**config.mk**
```make
export PLATFORM = sky130hd
export DESIGN_NAME = decrypt_iter
export DESIGN_NICKNAME = d
export VERILOG_FILES = /design/src/rtl/decrypt_iter.sv
export SDC_FILE = /design/constraint.sdc
export NUM_CORES = 1
export LEC_CHECK = 0
export CELL_PAD_IN_SITES_DETAIL_PLACEMENT = 1
export CELL_PAD_IN_SITES_GLOBAL_PLACEMENT = 1
export CORE_MARGIN = 2
export CORE_UTILIZATION = 40
export DETAILED_ROUTE_END_ITERATION = 10
export PLACE_DENSITY = 0.76
export SYNTH_ARGS = -nofsm -noshare
export SYNTH_HDL_FRONTEND = slang
export SYNTH_SLANG_ARGS = --single-unit
export TNS_END_PERCENT = 30
```
**constraint.sdc**
```tcl
create_clock -name clk -period 3.6 [get_ports clk]
set_input_delay 0.36 -clock clk [delete_from_list [all_inputs] [get_ports clk]]
set_output_delay 0.36 -clock clk [all_outputs]
set_load 0.02 [all_outputs]
```
**src/rtl/decrypt_iter.sv**
```systemverilog
// Iterative DES decryption: one Feistel round per clock, ack 17 edges after req is first sampled high.
// req/ack four-phase handshake; result held while req stays high, dropping req mid-run aborts silently.
module decrypt_iter #(
    parameter int N_K = 64,
    parameter int N_B = 64,
    parameter int N_R = 16
) (
    input  logic           clk,
    input  logic           rst,
    input  logic [N_K-1:0] k,
    input  logic [N_B-1:0] c,
    output logic [N_B-1:0] m,
    input  logic           req,
    output logic           ack
);

    localparam int IP_T [64] = '{
        58, 50, 42, 34, 26, 18, 10, 2, 60, 52, 44, 36, 28, 20, 12, 4,
        62, 54, 46, 38, 30, 22, 14, 6, 64, 56, 48, 40, 32, 24, 16, 8,
        57, 49, 41, 33, 25, 17,  9, 1, 59, 51, 43, 35, 27, 19, 11, 3,
        61, 53, 45, 37, 29, 21, 13, 5, 63, 55, 47, 39, 31, 23, 15, 7};
    localparam int FP_T [64] = '{
        40, 8, 48, 16, 56, 24, 64, 32, 39, 7, 47, 15, 55, 23, 63, 31,
        38, 6, 46, 14, 54, 22, 62, 30, 37, 5, 45, 13, 53, 21, 61, 29,
        36, 4, 44, 12, 52, 20, 60, 28, 35, 3, 43, 11, 51, 19, 59, 27,
        34, 2, 42, 10, 50, 18, 58, 26, 33, 1, 41,  9, 49, 17, 57, 25};
    localparam int PC1_T [56] = '{
        57, 49, 41, 33, 25, 17,  9,  1, 58, 50, 42, 34, 26, 18,
        10,  2, 59, 51, 43, 35, 27, 19, 11,  3, 60, 52, 44, 36,
        63, 55, 47, 39, 31, 23, 15,  7, 62, 54, 46, 38, 30, 22,
        14,  6, 61, 53, 45, 37, 29, 21, 13,  5, 28, 20, 12,  4};
    localparam int PC2_T [48] = '{
        14, 17, 11, 24,  1,  5,  3, 28, 15,  6, 21, 10,
        23, 19, 12,  4, 26,  8, 16,  7, 27, 20, 13,  2,
        41, 52, 31, 37, 47, 55, 30, 40, 51, 45, 33, 48,
        44, 49, 39, 56, 34, 53, 46, 42, 50, 36, 29, 32};
    localparam int E_T [48] = '{
        32,  1,  2,  3,  4,  5,  4,  5,  6,  7,  8,  9,
         8,  9, 10, 11, 12, 13, 12, 13, 14, 15, 16, 17,
        16, 17, 18, 19, 20, 21, 20, 21, 22, 23, 24, 25,
        24, 25, 26, 27, 28, 29, 28, 29, 30, 31, 32,  1};
    localparam int P_T [32] = '{
        16,  7, 20, 21, 29, 12, 28, 17,  1, 15, 23, 26,  5, 18, 31, 10,
         2,  8, 24, 14, 32, 27,  3,  9, 19, 13, 30,  6, 22, 11,  4, 25};
    // Each S-box packed row-major, entry 0 in the top nibble.
    localparam logic [255:0] SBOX [8] = '{
        256'hE4D12FB83A6C5907_0F74E2D1A6CB9538_41E8D62BFC973A50_FC8249175B3EA06D,
        256'hF18E6B34972DC05A_3D47F28EC01A69B5_0E7BA4D158C6932F_D8A13F42B67C05E9,
        256'hA09E63F51DC7B428_D70934A6285ECBF1_D6498F30B12C5AE7_1AD069874FE3B52C,
        256'h7DE3069A1285BC4F_D8B56F03472C1AE9_A690CB7DF13E5284_3F06A1D8945BC72E,
        256'h2C417AB6853FD0E9_EB2C47D150FA3986_421BAD78F9C5630E_B8C71E2D6F09A453,
        256'hC1AF92680D34E75B_AF427C9561DE0B38_9EF528C3704A1DB6_432C95FABE17608D,
        256'h4B2EF08D3C975A61_D0B7491AE35C2F86_14BDC37EAF680592_6BD814A7950FE23C,
        256'hD2846FB1A93E50C7_1FD8A374C56B0E92_7B419CE206ADF358_21E74A8DFC90356B};
    // Rounds whose right-rotation is two places rather than one.
    localparam logic [15:0] RS2 = 16'h3F7E;

    typedef enum logic [1:0] {IDLE, RUN, DONE} state_t;

    state_t      state, state_nxt;
    logic [31:0] l, r;
    logic [55:0] cd;
    logic [3:0]  rnd;
    logic        cap_en, rnd_en, fin_en, ack_clr;

    logic [63:0] ip_c, pre_fp, fp_out;
    logic [55:0] pc1_k;
    logic [47:0] kr, er, x48;
    logic [31:0] s_out, f_out, new_l, new_r;
    logic [27:0] c_rot, d_rot;
    logic        unused_parity;

    assign unused_parity = ^{k[56], k[48], k[40], k[32], k[24], k[16], k[8], k[0]};

    for (genvar i = 0; i < 64; i++) begin : g_p64
        assign ip_c[63-i]   = c[64-IP_T[i]];
        assign fp_out[63-i] = pre_fp[64-FP_T[i]];
    end
    for (genvar i = 0; i < 56; i++) begin : g_pc1
        assign pc1_k[55-i] = k[64-PC1_T[i]];
    end
    for (genvar i = 0; i < 48; i++) begin : g_p48
        assign kr[47-i] = cd[56-PC2_T[i]];
        assign er[47-i] = r[32-E_T[i]];
    end
    for (genvar i = 0; i < 32; i++) begin : g_p
        assign f_out[31-i] = s_out[32-P_T[i]];
    end
    for (genvar s = 0; s < 8; s++) begin : g_sbox
        logic [5:0] six;
        assign six = x48[47-6*s -: 6];
        assign s_out[31-4*s -: 4] = SBOX[s][{~{six[5], six[0], six[4:1]}, 2'b00} +: 4];
    end

    assign x48    = er ^ kr;
    assign new_l  = r;
    assign new_r  = l ^ f_out;
    assign pre_fp = {new_r, new_l};

    // Inverse schedule: start at C16D16 == PC1(k) and walk backwards.
    assign c_rot = RS2[rnd] ? {cd[29:28], cd[55:30]} : {cd[28], cd[55:29]};
    assign d_rot = RS2[rnd] ? {cd[1:0], cd[27:2]}    : {cd[0], cd[27:1]};

    always_ff @(posedge clk) begin
        if (rst) state <= IDLE;
        else     state <= state_nxt;
    end

    always_comb begin
        state_nxt = state;
        cap_en    = 1'b0;
        rnd_en    = 1'b0;
        fin_en    = 1'b0;
        ack_clr   = 1'b0;
        case (state)
            IDLE: begin
                if (req) begin
                    cap_en    = 1'b1;
                    state_nxt = RUN;
                end
            end
            RUN: begin
                if (!req) begin
                    state_nxt = IDLE;
                end else begin
                    rnd_en = 1'b1;
                    if (rnd == 4'(N_R - 1)) begin
                        fin_en    = 1'b1;
                        state_nxt = DONE;
                    end
                end
            end
            DONE: begin
                if (!req) begin
                    ack_clr   = 1'b1;
                    state_nxt = IDLE;
                end
            end
            default: state_nxt = IDLE;
        endcase
    end

    always_ff @(posedge clk) begin
        if (rst) begin
            l   <= '0;
            r   <= '0;
            cd  <= '0;
            rnd <= '0;
            m   <= '0;
            ack <= 1'b0;
        end else begin
            if (cap_en) begin
                l   <= ip_c[63:32];
                r   <= ip_c[31:0];
                cd  <= pc1_k;
                rnd <= '0;
            end
            if (rnd_en) begin
                l   <= new_l;
                r   <= new_r;
                cd  <= {c_rot, d_rot};
                rnd <= rnd + 4'd1;
            end
            if (fin_en) begin
                m   <= fp_out;
                ack <= 1'b1;
            end
            if (ack_clr) ack <= 1'b0;
        end
    end

endmodule

```
==> impl_metrics.toml <==
[power]
seqPwrFrac = 0.326
p_switching_mw = 3.00
fin_total_pwr_mw = 7.51
p_leak_nw = 6.38
ir_worst_vdd_mv = 0.371
p_comb_frac = 0.416
p_clk_frac = 0.258
p_int_mw = 4.51
power_density_nw_per_um2 = 440
swShare = 0.400

[yosys]
synth.distinct_cells = 72
yosys.area_share.simple = 0.151
yosysSeqAreaShare = 0.276
synth_top_family_by_area = "compound AO/OA/AOI/OAI gates"
ys.flop_type = "dfxtp_1"
synth-edff-count = 0
synthXorXnorAreaFrac = 0.0854
synth_fa_ha_area_frac = 0.0566
synth-compound-area-share = 0.229
synth-async-reset-ratio = 0
synth_area_um2 = 13900
synth.avg_cell_area_um2 = 8.03
ys_seq_elements = 192
syn_inst = 1735
ys.warnings.count = 0
syn-num-nets = 1929
synthMuxAreaShare = 0.150

[die]
core_um2 = 34500
start_util = 0.405
die-area_um2 = 36400
die_y_um = 191
io_pins = 196
fp.dieW_um = 191
row_count = 68

[sta]
fin_crit_sh = 0.910
rsz0062_at_grt = "no"
tns_ns = 0
final-setup-viol-count = 0
max_freq_mhz = 305
worst_pin_slew_ns = 1.33
final-hold-violation-count = 0
min_period_ns = 3.28
max_slew_margin = 0.106
slew_violations = 0
skew_ns = 0.0183

[cts]
cts_tree = "built"
root_buffer = "clkbuf_16"
clock_latency_ns = 0.46
ctsResizeCount = 0
cts.sinks = 192
postCtsSetupRepairBufs = 0
holdBufCountCts = 0
cts.clk_slew.worst_paths_ns = 0.09
cts_buffers = 17
cts_buffer_depth = 2
htreeDepth = 4

[cells_and_area]
drive_above_1_share = 0.0845
syn_to_final_growth_pct = 22.6
fin_nets = 2075
antennaDiodeCount = 0

[grt]
grt_pass1_wl_um = 80300
grt_usage = 0.284
gr-total-overflow = 0
grt_max_degree = 160
grt_antenna_before_repair = 0
grt_pass1_vias = 13695

[worst_setup_path]
slowest_stage = "xnor2_1"
crit_fanout = 8
worst-setup-path-type = "reg2reg"
end_kind = "register"
slowest_delay_ns = 0.64
arrival_ns = 3.64
crit_buf_inv = 2
cp_top_family = "multiplexers"
start_kind = "register"
cp-startpoint = "new_l[17]"
worstPathCellList = "xnor2_1, inv_1, ha_1, inv_1, mux2i_1, mux4_2, mux2i_1, xnor2_1, mux2_2, a22o_1"
worstReg2RegStart = "new_l[17]"
cp.required_ns = 3.97

[route]
drt_first_pass_iters = 5
top_layer_used = "met4"
met1_length_um = 22900
drtIter0Drc = 983
wl_per_cell_um = 22.2
dr_wl_met3_um = 2570
wirelength_um = 52200
via_count = 13901
dr_wl_met2_um = 25400
drcViolationCount = 0
vias_per_cell = 5.92
drtAntennaViolNets = 0

[worst_hold_path]
holdCritPathClass = "in2reg"
hp-start = "rst"

[placed_design]
dpl.hpwl_um = 37900
numPortBuffers = 187
gp_congestion = 0.912

[job]
cap_violations = 0

[status]
status = "complete, no violations"
## metrics by stage
step                hold slack (ns)  instance area (um2)  utilization  worst slack [ns]  std cells
global placement              0.446                16500        0.479             0.542       2317
floorplan                     0.466                13900            -             0.431       1735
global route                  0.234                17100        0.496             0.122       2349
CTS                           0.211                17100        0.496             0.386       2349
detailed placement            0.447                16500        0.479             0.424       2317
finish                        0.224                17100        0.496             0.324       2349
## synth_stat cells, types with 6 or more instances
cell type	instances	area (um2)
nor3_1	40	200
a31oi_1	21	131
nor2_1	217	815
mux2i_1	147	1470
inv_1	39	146
o21ai_0	76	380
o211ai_1	19	143
nand3_1	39	195
or3_1	7	43.8
o31ai_1	10	75.1
buf_2	16	80.1
and3_1	6	37.5
a311oi_1	6	52.6
nand2_1	147	552
xnor2_1	76	666
o2111ai_1	8	70.1
dfxtp_1	192	3840
o311ai_0	6	52.6
mux2_2	6	67.6
o221ai_1	10	87.6
mux4_2	21	473
a2111oi_0	7	61.3
a221oi_1	8	70.1
xor2_1	48	420
o22ai_1	8	50.1
ha_1	63	788
a211oi_1	112	841
a21oi_1	161	806
clkbuf_1	122	458
## placed cells by master (no fill, tap or decap), types with 6 or more instances in the layout
| cell | instances |
|---|---|
| a21oi_1 | 161 |
| o22ai_1 | 8 |
| a2111oi_0 | 7 |
| o21ai_0 | 76 |
| nand2_1 | 146 |
| xor2_1 | 48 |
| o221ai_1 | 10 |
| mux4_2 | 21 |
| o31ai_1 | 10 |
| a31oi_1 | 21 |
| ha_1 | 63 |
| clkbuf_16 | 17 |
| or3_1 | 7 |
| inv_1 | 39 |
| mux2i_1 | 147 |
| nand3_1 | 39 |
| a311oi_1 | 6 |
| o311ai_0 | 6 |
| clkdlybuf4s50_1 | 186 |
| buf_4 | 82 |
| a211oi_1 | 112 |
| mux2_2 | 6 |
| o2111ai_1 | 8 |
| nor3_1 | 40 |
| a221oi_1 | 8 |
| o211ai_1 | 19 |
| nor2_1 | 216 |
| and3_1 | 6 |
| xnor2_1 | 76 |
| dfxtp_1 | 190 |
## final cells by class
| type | count | area, um2 |
|---|---|---|
| Clock inverter | 13 | 140 |
| Sequential cell | 192 | 3850 |
| Tap cell | 455 | 569 |
| Multi-Input combinational cell | 1354 | 9390 |
| Fill cell | 4148 | 17400 |
| Clock buffer | 19 | 433 |
| Timing Repair Buffer | 271 | 2540 |
| Inverter | 45 | 169 |
## state kept, by name, summed over array words and instances, names as in the netlist, named ones only
signal,count
ack,1
cd,56
m,64
rnd,4
state,2
l,32
new_l,32
## power groups by stage
stage	sequential, mW	combinational (mW)	clock [mW]
floorplan	2.36	2.17	0
global placement	2.48	2.98	0
detailed placement	2.49	3.07	0
CTS	2.44	3.10	1.97
global route	2.46	3.40	2.05
finish	2.45	3.13	1.94
## per-layer routing
layer / track usage / vias to the layer above
li1: - / 6557
met1: 0.365 / 6919
met2: 0.487 / 360
met3: 0.0455 / 65
met4: 0.0883 / 0
met5: 0 / -
## worst paths after layout
| path | slack (ns) | cells after the start | end |
|---|---|---|---|
| worst max-delay path | 0.32 | 10 | new_l[12] |
| worst min-delay path | 0.22 | 2 | m[61] |
| worst max register to register | 0.32 | 10 | new_l[12] |
| worst min register to register | 0.46 | 2 | m[63] |
## logic make-up after synthesis
| group | Yosys count |
|---|---|
| and+or+nand+nor | 492 |
| adders and majority gates | 63 |
| buffers and inverters | 189 |
| AOI/OAI and AO/OA | 492 |
| DFF | 192 |
| xor gates and xnor gates | 130 |
| muxes | 177 |
Power figures use the tool's default switching activity.
